`config.mk`:
```
export PLATFORM = sky130hd
export DESIGN_NAME = accumulator_control_unit
export DESIGN_NICKNAME = d
export VERILOG_FILES = /design/src/rtl/cpu_pkg.sv /design/src/rtl/mem_wait_timer.sv /design/src/rtl/accumulator_control_unit.sv
export SDC_FILE = /design/constraint.sdc
export NUM_CORES = 1
export LEC_CHECK = 0
export ABC_AREA = 1
export BUFFER_PORTS_ARGS = -buffer_cell sky130_fd_sc_hd__clkbuf_2
export CAP_MARGIN = 25
export CORE_UTILIZATION = 33
export DETAILED_ROUTE_END_ITERATION = 10
export GPL_TIMING_DRIVEN = 0
export HOLD_SLACK_MARGIN = 0.03
export PLACE_DENSITY = 0.71
export SYNTH_ARGS = -nofsm -noshare
export SYNTH_HDL_FRONTEND = slang
export SYNTH_SLANG_ARGS = --single-unit
```
`constraint.sdc`:
```
create_clock -name clk -period 1.5 [get_ports clk]
set_input_delay 0.3 -clock clk [delete_from_list [all_inputs] [get_ports clk]]
set_output_delay 0.3 -clock clk [all_outputs]
set_load 0.01 [all_outputs]
```
`src/rtl/cpu_pkg.sv`:
```
// Shared constants and types for the accumulator CPU control path.
// Opcodes, ALU codes, FSM states and datapath mux encodings.
package cpu_pkg;

  localparam logic [3:0] OP_NOP     = 4'h0;
  localparam logic [3:0] OP_LOAD    = 4'h1;
  localparam logic [3:0] OP_STORE   = 4'h2;
  localparam logic [3:0] OP_ADD     = 4'h3;
  localparam logic [3:0] OP_SUB     = 4'h4;
  localparam logic [3:0] OP_AND     = 4'h5;
  localparam logic [3:0] OP_OR      = 4'h6;
  localparam logic [3:0] OP_XOR     = 4'h7;
  localparam logic [3:0] OP_SHL     = 4'h8;
  localparam logic [3:0] OP_SHR     = 4'h9;
  localparam logic [3:0] OP_JUMP    = 4'hA;
  localparam logic [3:0] OP_SKIPZ   = 4'hB;
  localparam logic [3:0] OP_SKIPNEG = 4'hC;
  localparam logic [3:0] OP_HALT    = 4'hF;

  localparam logic [3:0] ALU_ADD = 4'b0000;
  localparam logic [3:0] ALU_SUB = 4'b0001;
  localparam logic [3:0] ALU_SHL = 4'b0100;
  localparam logic [3:0] ALU_SHR = 4'b0101;
  localparam logic [3:0] ALU_AND = 4'b1000;
  localparam logic [3:0] ALU_OR  = 4'b1001;
  localparam logic [3:0] ALU_XOR = 4'b1010;

  localparam logic PC_SEL_INC  = 1'b0;
  localparam logic PC_SEL_IR   = 1'b1;
  localparam logic MAR_SEL_PC  = 1'b0;
  localparam logic MAR_SEL_IR  = 1'b1;
  localparam logic ACC_SEL_ALU = 1'b0;
  localparam logic ACC_SEL_MBR = 1'b1;

  typedef enum logic [3:0] {
    S_IDLE   = 4'd0,
    S_F_MAR  = 4'd1,
    S_F_WAIT = 4'd2,
    S_F_IR   = 4'd3,
    S_DECODE = 4'd4,
    S_E_MAR  = 4'd5,
    S_E_WAIT = 4'd6,
    S_E_MBR  = 4'd7,
    S_E_EXEC = 4'd8,
    S_HALT   = 4'd9
  } state_t;

  // Opcodes that complete in DECODE without touching memory.
  function automatic logic retires_in_decode(input logic [3:0] op);
    return op inside {OP_NOP, OP_SHL, OP_SHR, OP_JUMP,
                      OP_SKIPZ, OP_SKIPNEG, OP_HALT};
  endfunction

endpackage

```
`src/rtl/mem_wait_timer.sv`:
```
// Loadable 3-bit down-counter timing memory access latency.
// done is high once the count has reached zero.
module mem_wait_timer (
  input  logic       clk,
  input  logic       reset,
  input  logic       load,
  input  logic [2:0] value,
  output logic       done
);

  logic [2:0] count;

  // Load on wait-state entry, then count down to zero and hold.
  always_ff @(posedge clk) begin
    if (reset)
      count <= 3'd0;
    else if (load)
      count <= value;
    else if (count != 3'd0)
      count <= count - 3'd1;
  end

  assign done = (count == 3'd0);

endmodule

```
`src/rtl/accumulator_control_unit.sv`:
```
// Multi-cycle Moore control FSM for the accumulator CPU datapath.
// Sequences fetch/decode/execute, tracks halt, illegal, retire count.
module accumulator_control_unit
  import cpu_pkg::*;
#(
  parameter int DATA_W      = 16,
  parameter int ADDR_W      = 12,
  parameter int MEM_LATENCY = 1
) (
  input  logic              clk,
  input  logic              reset,
  input  logic              start,
  input  logic [DATA_W-1:0] ir,
  input  logic [DATA_W-1:0] acc,
  output logic              pc_write,
  output logic              pc_sel,
  output logic              mar_write,
  output logic              mar_sel,
  output logic              mbr_write,
  output logic              ir_write,
  output logic              acc_write,
  output logic              acc_sel,
  output logic              mem_write,
  output logic [3:0]        alu_op,
  output logic              halted,
  output logic              illegal,
  output logic [3:0]        state,
  output logic [15:0]       instr_retired
);

  state_t     st;
  logic [3:0] op;
  logic       skip;
  logic       retire;
  logic       timer_load;
  logic       timer_done;
  logic       unused_addr;

  assign op     = ir[DATA_W-1 -: 4];
  assign state  = st;
  assign halted = (st == S_HALT);

  // The address field feeds the datapath muxes, not this FSM.
  assign unused_addr = ^ir[ADDR_W-1:0];

  assign skip = (op == OP_SKIPZ && acc == '0) ||
                (op == OP_SKIPNEG && acc[DATA_W-1]);

  assign retire = (st == S_E_EXEC) ||
                  (st == S_DECODE && retires_in_decode(op));

  // Both wait states are entered from the cycle after a MAR load.
  assign timer_load = (st == S_F_MAR) || (st == S_E_MAR);

  mem_wait_timer u_timer (
    .clk   (clk),
    .reset (reset),
    .load  (timer_load),
    .value (3'(MEM_LATENCY - 1)),
    .done  (timer_done)
  );

  // State sequencing, sticky illegal flag and retire counter.
  always_ff @(posedge clk) begin
    if (reset) begin
      st            <= S_IDLE;
      illegal       <= 1'b0;
      instr_retired <= 16'd0;
    end else begin
      if (retire)
        instr_retired <= instr_retired + 16'd1;
      unique case (st)
        S_IDLE:   if (start) st <= S_F_MAR;
        S_F_MAR:  st <= S_F_WAIT;
        S_F_WAIT: if (timer_done) st <= S_F_IR;
        S_F_IR:   st <= S_DECODE;
        S_DECODE: begin
          unique case (op)
            OP_LOAD, OP_STORE, OP_ADD, OP_SUB,
            OP_AND, OP_OR, OP_XOR: st <= S_E_MAR;
            OP_NOP, OP_SHL, OP_SHR, OP_JUMP,
            OP_SKIPZ, OP_SKIPNEG:  st <= S_F_MAR;
            OP_HALT:               st <= S_HALT;
            default: begin
              illegal <= 1'b1;
              st      <= S_HALT;
            end
          endcase
        end
        S_E_MAR:  st <= (op == OP_STORE) ? S_E_EXEC : S_E_WAIT;
        S_E_WAIT: if (timer_done) st <= S_E_MBR;
        S_E_MBR:  st <= S_E_EXEC;
        S_E_EXEC: st <= S_F_MAR;
        S_HALT:   st <= S_HALT;
        default:  st <= S_IDLE;
      endcase
    end
  end

  // Moore decode of strobes and selects; reset masks every strobe.
  always_comb begin
    pc_write  = 1'b0;
    pc_sel    = PC_SEL_INC;
    mar_write = 1'b0;
    mar_sel   = MAR_SEL_PC;
    mbr_write = 1'b0;
    ir_write  = 1'b0;
    acc_write = 1'b0;
    acc_sel   = ACC_SEL_ALU;
    mem_write = 1'b0;
    alu_op    = ALU_ADD;
    unique case (st)
      S_F_MAR: mar_write = 1'b1;
      S_F_IR: begin
        ir_write = 1'b1;
        pc_write = 1'b1;
      end
      S_DECODE: begin
        unique case (op)
          OP_SHL: begin
            acc_write = 1'b1;
            alu_op    = ALU_SHL;
          end
          OP_SHR: begin
            acc_write = 1'b1;
            alu_op    = ALU_SHR;
          end
          OP_JUMP: begin
            pc_write = 1'b1;
            pc_sel   = PC_SEL_IR;
          end
          OP_SKIPZ, OP_SKIPNEG: pc_write = skip;
          default: ;
        endcase
      end
      S_E_MAR: begin
        mar_write = 1'b1;
        mar_sel   = MAR_SEL_IR;
      end
      S_E_MBR: mbr_write = 1'b1;
      S_E_EXEC: begin
        unique case (op)
          OP_STORE: mem_write = 1'b1;
          OP_LOAD: begin
            acc_write = 1'b1;
            acc_sel   = ACC_SEL_MBR;
          end
          OP_ADD: begin
            acc_write = 1'b1;
            alu_op    = ALU_ADD;
          end
          OP_SUB: begin
            acc_write = 1'b1;
            alu_op    = ALU_SUB;
          end
          OP_AND: begin
            acc_write = 1'b1;
            alu_op    = ALU_AND;
          end
          OP_OR: begin
            acc_write = 1'b1;
            alu_op    = ALU_OR;
          end
          OP_XOR: begin
            acc_write = 1'b1;
            alu_op    = ALU_XOR;
          end
          default: ;
        endcase
      end
      default: ;
    endcase
    if (reset) begin
      pc_write  = 1'b0;
      mar_write = 1'b0;
      mbr_write = 1'b0;
      ir_write  = 1'b0;
      acc_write = 1'b0;
      mem_write = 1'b0;
    end
  end

endmodule

```
==> key figures, run 1 <==
CTS
  • Worst-path clk slew: 0.09 ns
  • Clk buf depth: 2
  • Num CTS Buffers: 3
  • Root Buffer: clkbuf_8
  • Clk_lat worst skew: 0.27 ns
  • H-Tree Depth: 1
  • CTS tree: yes
  • Num Clock Sinks: 24

Synthesis
  • Cell taking the most area after synthesis: dfxtp_1
  • Synth Area in Adders: 2.31%
  • Syn Inst Count: 265
  • Synth unique cells: 30
  • Synthesized cell area: 1620 µm²
  • Yosys top cell area share: 29.6%
  • Multiplexer area fraction after synthesis: 0%
  • Synthesis-stage register bit count: 24
  • Largest family of logic cells by synthesized area: simple AND/OR/NAND/NOR gates
  • Number of flops mapped to enable cells by yosys: 0
  • Top cells by count, synth: nand2_1, nor2_1, nand3_1, inv_1, dfxtp_1
  • Post-Synth Simple-Gate Area: 46.4%
  • Compound-gate portion of the synthesized area: 9.33%
  • Most frequent cell after synthesis: nand2_1
  • Syn Nets: 303
  • Asr flop ratio synth: 0%
  • Top cells by area, synth: dfxtp_1, nand2_1, nor2_1
  • Synth warn: 0
  • Post-Syn Area per Cell: 6.12 µm²
  • XOR/XNOR Fraction of Synth Area: 3.24%
  • Main flop type after synthesis: dfxtp_1
  • Sequential area share after synthesis: 29.6%

Worst hold path
  • WHS Endpoint: state[0]
  • Worst Hold Class: in2reg
  • Hold_sp: start
  • Hold path depth: 3

Flow run
  • Total of max-cap violations: 0

STA
  • Period utilization: 116%
  • Endpoints failing setup: 14
  • Slew Limit Fails: 0
  • Final hold violations: 0
  • Crit path time final: 1.74 ns
  • Actual slew at the worst max-slew pin: 0.637 ns
  • Worst slew margin: 57.5%
  • Clock Skews: 0.00618 ns
  • Achievable Freq: 574 MHz
  • Setup TNS after final layout: -1.94 ns
  • PnR worst setup slack: -0.243 ns
  • RSZ-0062 raised after global routing: true

Pwr
  • Cell Pwr Density: 656 nW/µm²
  • Comb power frac: 17.4%
  • Sw Share: 25.7%
  • VDD IR-drop max: 0.000290 V
  • Lkg Pwr: 0.000965 µW
  • Internal: 1120 µW
  • P_sw: 387 µW
  • Power share of the clock group: 38.6%
  • Power Total: 1500 µW
  • Reg power frac: 44.0%

GRT
  • Global-route wire length before repair: 7.45 mm
  • Vias in the first global route: 1763
  • Total Routing Usage GR: 17.7%
  • Antenna violations before repair: 0
  • Aggregate global routing overflow: 0
  • Largest net degree at the start of global routing: 15

Setup path
  • Critical path depth in cells: 6
  • Worst path buffer plus inverter count: 2
  • RR Endpoint: instr_retired[1]
  • Slowest CP cell: dfxtp_2
  • Required time of the critical path: 1.20 ns
  • Crit-path max FO: 6
  • Setup crit end kind: primary output
  • Slowest stage delay, CP: 0.38 ns
  • Worst Setup Path Type: reg2out
  • Startpoint types: flip-flop
  • Crit path max-delay family: simple AND/OR/NAND/NOR gates
  • R2R Path Start: state[0]
  • Worst-path cell chain: inv_1 -> nand3_2 -> nor3_1 -> nor2_2 -> nor2_2 -> buf_2
  • Cell mode on critical path: nor2_2
  • CP arrival: 1.44 ns
  • Register-to-register path setup slack: 0.03 ns
  • R2R depth: 10

Routing
  • DR WL/cell: 11.3 µm
  • Routed vias/inst: 4.90
  • DRC violations left: 0
  • 1st-iter DRT viols: 139
  • Post-detailed-routing wire length: 4.59 mm
  • DRT Pass-1 Iters: 4
  • Via count: 1985
  • Routed Antenna Nets: 0

Place
  • Pre-CTS setup slack: -0.178 ns
  • I/O Buffers: 57
  • Hpwl dp: 3.21 mm
  • Placed insts: 389
  • Placer Congestion: 0.827

Run status
  • Violated checks: negative setup slack
  • Outcome: finished with violations

Floorplanning
  • Die ar.: 5200 µm²
  • IO Pins: 70
  • Floorplan core area: 4720 µm²
  • Die height: 72.1 µm
  • Cell Rows: 25
  • Die X: 72.1 µm
  • Initial Util: 34.4%

Final layout
  • Non-Filler Instances: 405
  • Layout cell share with drive strength beyond 1: 34.9%
  • Nets: 377
  • Layout area overhead: 41.2%
  • Fin util: 48.5%
  • Inserted Diodes: 0
-- power groups by stage --
stage / clock network (µW) / logic, µW / registers, µW
final: 581 / 261 / 663
after global routing: 617 / 286 / 665
after CTS: 593 / 232 / 659
after detailed placement: 0 / 180 / 681
after global placement: 0 / 178 / 681
after floorplan: 0 / 104 / 683
-- metrics by stage --
stage                     hold slack (ns)  cell area [µm²]
after floorplan                     0.444             1630
after global placement              0.440             2000
after detailed placement            0.441             2000
after CTS                           0.309             2200
after global routing                0.360             2290
final                               0.324             2290
-- cell families after synthesis --
family	after synthesis
flip-flops	24
adder cells (fa/ha/maj)	3
XOR/XNOR	6
AND/OR/NAND/NOR	170
buffers and inverters	34
AO/OA/AOI/OAI	28
-- state kept, by name (all words and copies together), names as in the netlist --
signal         cells
u_timer.count      3
instr_retired     16
state              4
illegal            1
-- per-layer routing --
metal  wire length, µm  track usage (%)
met3               285             2.36
met1              1990             22.5
met5                 0                0
met2              2220             31.2
met4                89             5.23
-- tightest hold or removal path, stage by stage --
cell and delay [ns]:
clkbuf_2 0.08, o22ai_1 0.13, nor4_1 0.06
-- worst max-delay path by stage --
stage | from | to
after global routing | state[0] | alu_op[0]
after floorplan | state[3] | acc_write
after global placement | state[0] | mem_write
final | state[2] | acc_write
after detailed placement | state[0] | mem_write
after CTS | state[1] | acc_write
-- cells in the final DEF (no fill, tap or decap), types with 4 or more instances in the layout --
| cell type | netlist | layout |
|---|---|---|
| nand2_1 | 60 | 59 |
| clkbuf_2 | 0 | 47 |
| nor2_1 | 51 | 44 |
| nand3_1 | 36 | 34 |
| inv_1 | 25 | 23 |
| a21oi_1 | 16 | 16 |
| dfxtp_1 | 24 | 13 |
| buf_4 | 1 | 10 |
| buf_2 | 1 | 9 |
| dfxtp_2 | 0 | 8 |
| nor2_2 | 2 | 7 |
| buf_6 | 2 | 7 |
| nand4_1 | 6 | 6 |
| nor2_4 | 2 | 4 |
| o21ai_0 | 5 | 4 |
-- cell type report --
class	instances	area, µm²
Inverter	28	113
Clock buffer	3	41.3
Sequential cell	24	502
Buffer	6	48.8
Timing Repair Buffer	69	393
Multi-Input combinational cell	207	1080
Tap cell	67	83.8
Fill cell	486	2430
Clock inverter	1	30.0
-- repair_timing --
item,4_1_cts,5_1_grt
endpoints found under the setup margin,16,30
buffers inserted,8,3
pin swaps,5,8
resized for setup,24,32
hold buffers,0,0
gates cloned,0,1
Note: power is estimated with default switching activity, not from simulation.
==> inputs of run 2 (changes only) <==
Settings changed: MAX_ROUTING_LAYER set to met4, PLACE_DENSITY 0.71 to 0.7, RECOVER_POWER set to 25, SYNTH_HIERARCHICAL set to 1.
==> key figures, run 2 <==
STA
  • Setup TNS after final layout: -1.23 ns (+0.710 ns)
  • Final hold violations: 0 (unchanged)
  • Worst slew margin: 61.6% (+4.0 points)
  • Period utilization: 112% (-4.4 points)
  • Hold_ws: 0.260 ns (-0.0636 ns)
  • Actual slew at the worst max-slew pin: 0.577 ns (-0.0603 ns)
  • RSZ-0062 raised after global routing: true
  • Achievable Freq: 597 MHz (+4.0%)
  • PnR worst setup slack: -0.176 ns (+0.0664 ns)
  • Endpoints failing setup: 13 (-1)
  • Slew Limit Fails: 0 (unchanged)
  • Crit path time final: 1.68 ns (-0.0664 ns)
  • Clock Skews: 0.00641 ns (+0.000233 ns)

Synthesis
  • Multiplexer area fraction after synthesis: 0% (unchanged)
  • XOR/XNOR Fraction of Synth Area: 2.58% (-0.66 points)
  • Sequential area share after synthesis: 28.3% (-1.3 points)
  • Post-Syn Area per Cell: 6.09 µm² (-0.55%)
  • Asr flop ratio synth: 0% (unchanged)
  • Top cells by area, synth: dfxtp_1, nand2_1, nor2_1
  • Synthesis-stage register bit count: 24 (unchanged)
  • Synth unique cells: 30 (unchanged)
  • Post-Synth Simple-Gate Area: 44.5% (-1.9 points)
  • Cell taking the most area after synthesis: dfxtp_1
  • Synthesized cell area: 1700 µm² (+4.7%)
  • Number of flops mapped to enable cells by yosys: 0 (unchanged)
  • Compound-gate portion of the synthesized area: 12.0% (+2.7 points)
  • Yosys top cell area share: 28.3% (-1.3 points)
  • Synth warn: 6 (+6)
  • Main flop type after synthesis: dfxtp_1
  • Syn Inst Count: 279 (+5.3%)
  • Largest family of logic cells by synthesized area: simple AND/OR/NAND/NOR gates
  • Most frequent cell after synthesis: nand2_1
  • Top cells by count, synth: nand2_1, nor2_1, inv_1, dfxtp_1, a21oi_1
  • Synth Area in Adders: 2.21% (-0.10 points)

Setup path
  • Worst path buffer plus inverter count: 3 (+1)
  • Slowest stage delay, CP: 0.37 ns (about the same)
  • Required time of the critical path: 1.20 ns (about the same)
  • Setup crit end kind: primary output
  • Crit path max-delay family: flip-flops
  • CP arrival: 1.38 ns (-0.06 ns)
  • Slowest CP cell: dfxtp_4
  • Worst Setup Path Type: reg2out
  • Startpoint types: flip-flop
  • Crit-path max FO: 3 (-3)
  • Worst-path cell chain: inv_4 -> nand2_4 -> nor3_4 -> nand3_1 -> inv_2 -> nor2_1 -> a21oi_1 -> buf_2

Place
  • I/O Buffers: 57 (unchanged)
  • Hpwl dp: 3.31 mm (+3.4%)
  • Placer Congestion: 0.826 (-0.16%)
  • Placed inst area: 2080 µm² (+3.8%)

Routing
  • Post-detailed-routing wire length: 4.54 mm (-1.0%)
  • Via count: 1996 (+0.55%)
  • 1st-iter DRT viols: 95 (-32%)
  • DRT Pass-1 Iters: 5 (+1)
  • DRC violations left: 0 (unchanged)
  • Routed vias/inst: 4.73 (-3.5%)
  • Routed Antenna Nets: 0 (unchanged)
  • DR WL/cell: 10.8 µm (-5.0%)

CTS
  • CTS tree: yes
  • Num CTS Buffers: 3 (unchanged)
  • Root Buffer: clkbuf_8
  • Worst-path clk slew: 0.08 ns (about the same)
  • Num Clock Sinks: 24 (unchanged)
  • Post-CTS Hold Fix Bufs: 0 (unchanged)
  • Clk buf depth: 2 (unchanged)
  • H-Tree Depth: 1 (unchanged)
  • Clk_lat worst skew: 0.26 ns (about the same)

Final layout
  • Nets: 395 (+4.8%)
  • Most frequent cells in the layout: nand2_1, clkbuf_2, nor2_1
  • Fin util: 48.1% (-0.45 points)
  • Max FFs per register: 16 (unchanged)
  • Layout cell share with drive strength beyond 1: 34.4% (-0.55 points)
  • Filler Cell Count: 485 (-0.21%)
  • Final instance area: 2330 µm² (+1.7%)
  • Layout area overhead: 37.2%
  • Register with the most flip-flops: instr_retired
  • Most common cell after layout, fill and taps aside: nand2_1
  • Inserted Diodes: 0 (unchanged)

Pwr
  • Cell Pwr Density: 738 nW/µm² (+12%)
  • Comb power frac: 34.2% (+17 points)
  • Power share of the clock group: 21.9% (-17 points)
  • Reg power frac: 43.9% (about the same)
  • VDD IR-drop max: 0.000457 V (+58%)
  • Sw Share: 35.1% (+9.4 points)
  • Lkg Pwr: 0.00102 µW (+5.9%)
  • Internal: 1120 µW (-0.17%)
  • Power Total: 1720 µW (+14%)
  • P_sw: 603 µW (+56%)

GRT
  • Aggregate global routing overflow: 0 (unchanged)
  • Global-route wire length before repair: 7.74 mm (+4.0%)
  • Vias in the first global route: 1874 (+6.3%)
  • Antenna violations before repair: 0 (unchanged)
  • Total Routing Usage GR: 18.4% (+0.67 points)
  • Largest net degree at the start of global routing: 13 (-2)

Worst hold path
  • Worst Hold Class: in2reg

Run status
  • Outcome: finished with violations
  • Violated checks: negative setup slack

Floorplanning
  • Die height: 73.8 µm (+2.3%)
  • IO Pins: 70 (unchanged)
  • Floorplan core area: 4850 µm² (+2.6%)
  • Die ar.: 5440 µm² (+4.6%)
  • Initial Util: 35.0% (+0.69 points)
  • Cell Rows: 25 (unchanged)
  • Die X: 73.8 µm (+2.3%)

Flow run
  • Total of max-cap violations: 0 (unchanged)
-- run 2: kinds of logic after synthesis --
family / count (synthesis)
simple gates: 171
buf+inv: 39
flops: 24
xor+xnor: 5
compound gates: 36
fa+ha+maj: 3
other cells: 1
-- run 2: timing repair --
action	CTS	global route
gates resized for setup	27	15
setup endpoints to repair	20	32
buffers inserted	10	4
pin swaps	6	6
-- run 2: final cells by class --
type	instances	area [µm²]	share of cell area [%]
well taps	67	83.8	3.60
multi-input cells	218	1130	48.6
inverters	34	130	5.58
repair buffers	71	399	17.1
plain buffers	5	47.5	2.04
flip-flops and latches	24	497	21.3
clock buffers	3	41.3	1.77
-- run 2: power groups by stage --
stage,Combinational (µW),Sequential (µW),Clock (µW)
after floorplan,362,758,0
after global placement,484,761,0
after detailed placement,498,762,0
after CTS,567,754,383
after global routing,675,761,414
final,588,755,376
-- run 2: final timing paths --
| path | from | end | slack (ns) | depth (start not counted) |
|---|---|---|---|---|
| hold / removal | reset | u_timer/count[0] | 0.26 | 2 |
| setup / recovery | state[3] | alu_op[0] | -0.18 | 8 |
| hold reg to reg | illegal | illegal | 0.49 | 2 |
| setup reg to reg | state[2] | instr_retired[11] | 0 | 9 |
-- run 2: per-layer routing --
layer / vias to the layer above / routed length, µm / track usage, %
met3: 2 / 230 / 4.12
met4: 0 / 12 / 4.06
met2: 61 / 2130 / 31.0
met1: 883 / 2160 / 22.2
li1: 1050 / - / -
met5: - / 0 / -
-- run 2: stage by stage --
step,worst slack (ns),std cells
3_3_place_gp,-0.140,405
5_1_grt,-0.277,422
2_1_floorplan,0.0374,281
3_5_place_dp,-0.125,405
6_report,-0.176,422
4_1_cts,-0.226,418
-- run 2: worst register-to-register path, stage by stage, from the launching register on --
cell and delay (ns):
dfxtp_4 0.37, inv_1 0.14, nand3_4 0.12, buf_6 0.14, buf_4 0.12, nand2_2 0.08, buf_6 0.15, buf_12 0.14
nand2_2 0.06, a21oi_2 0.12
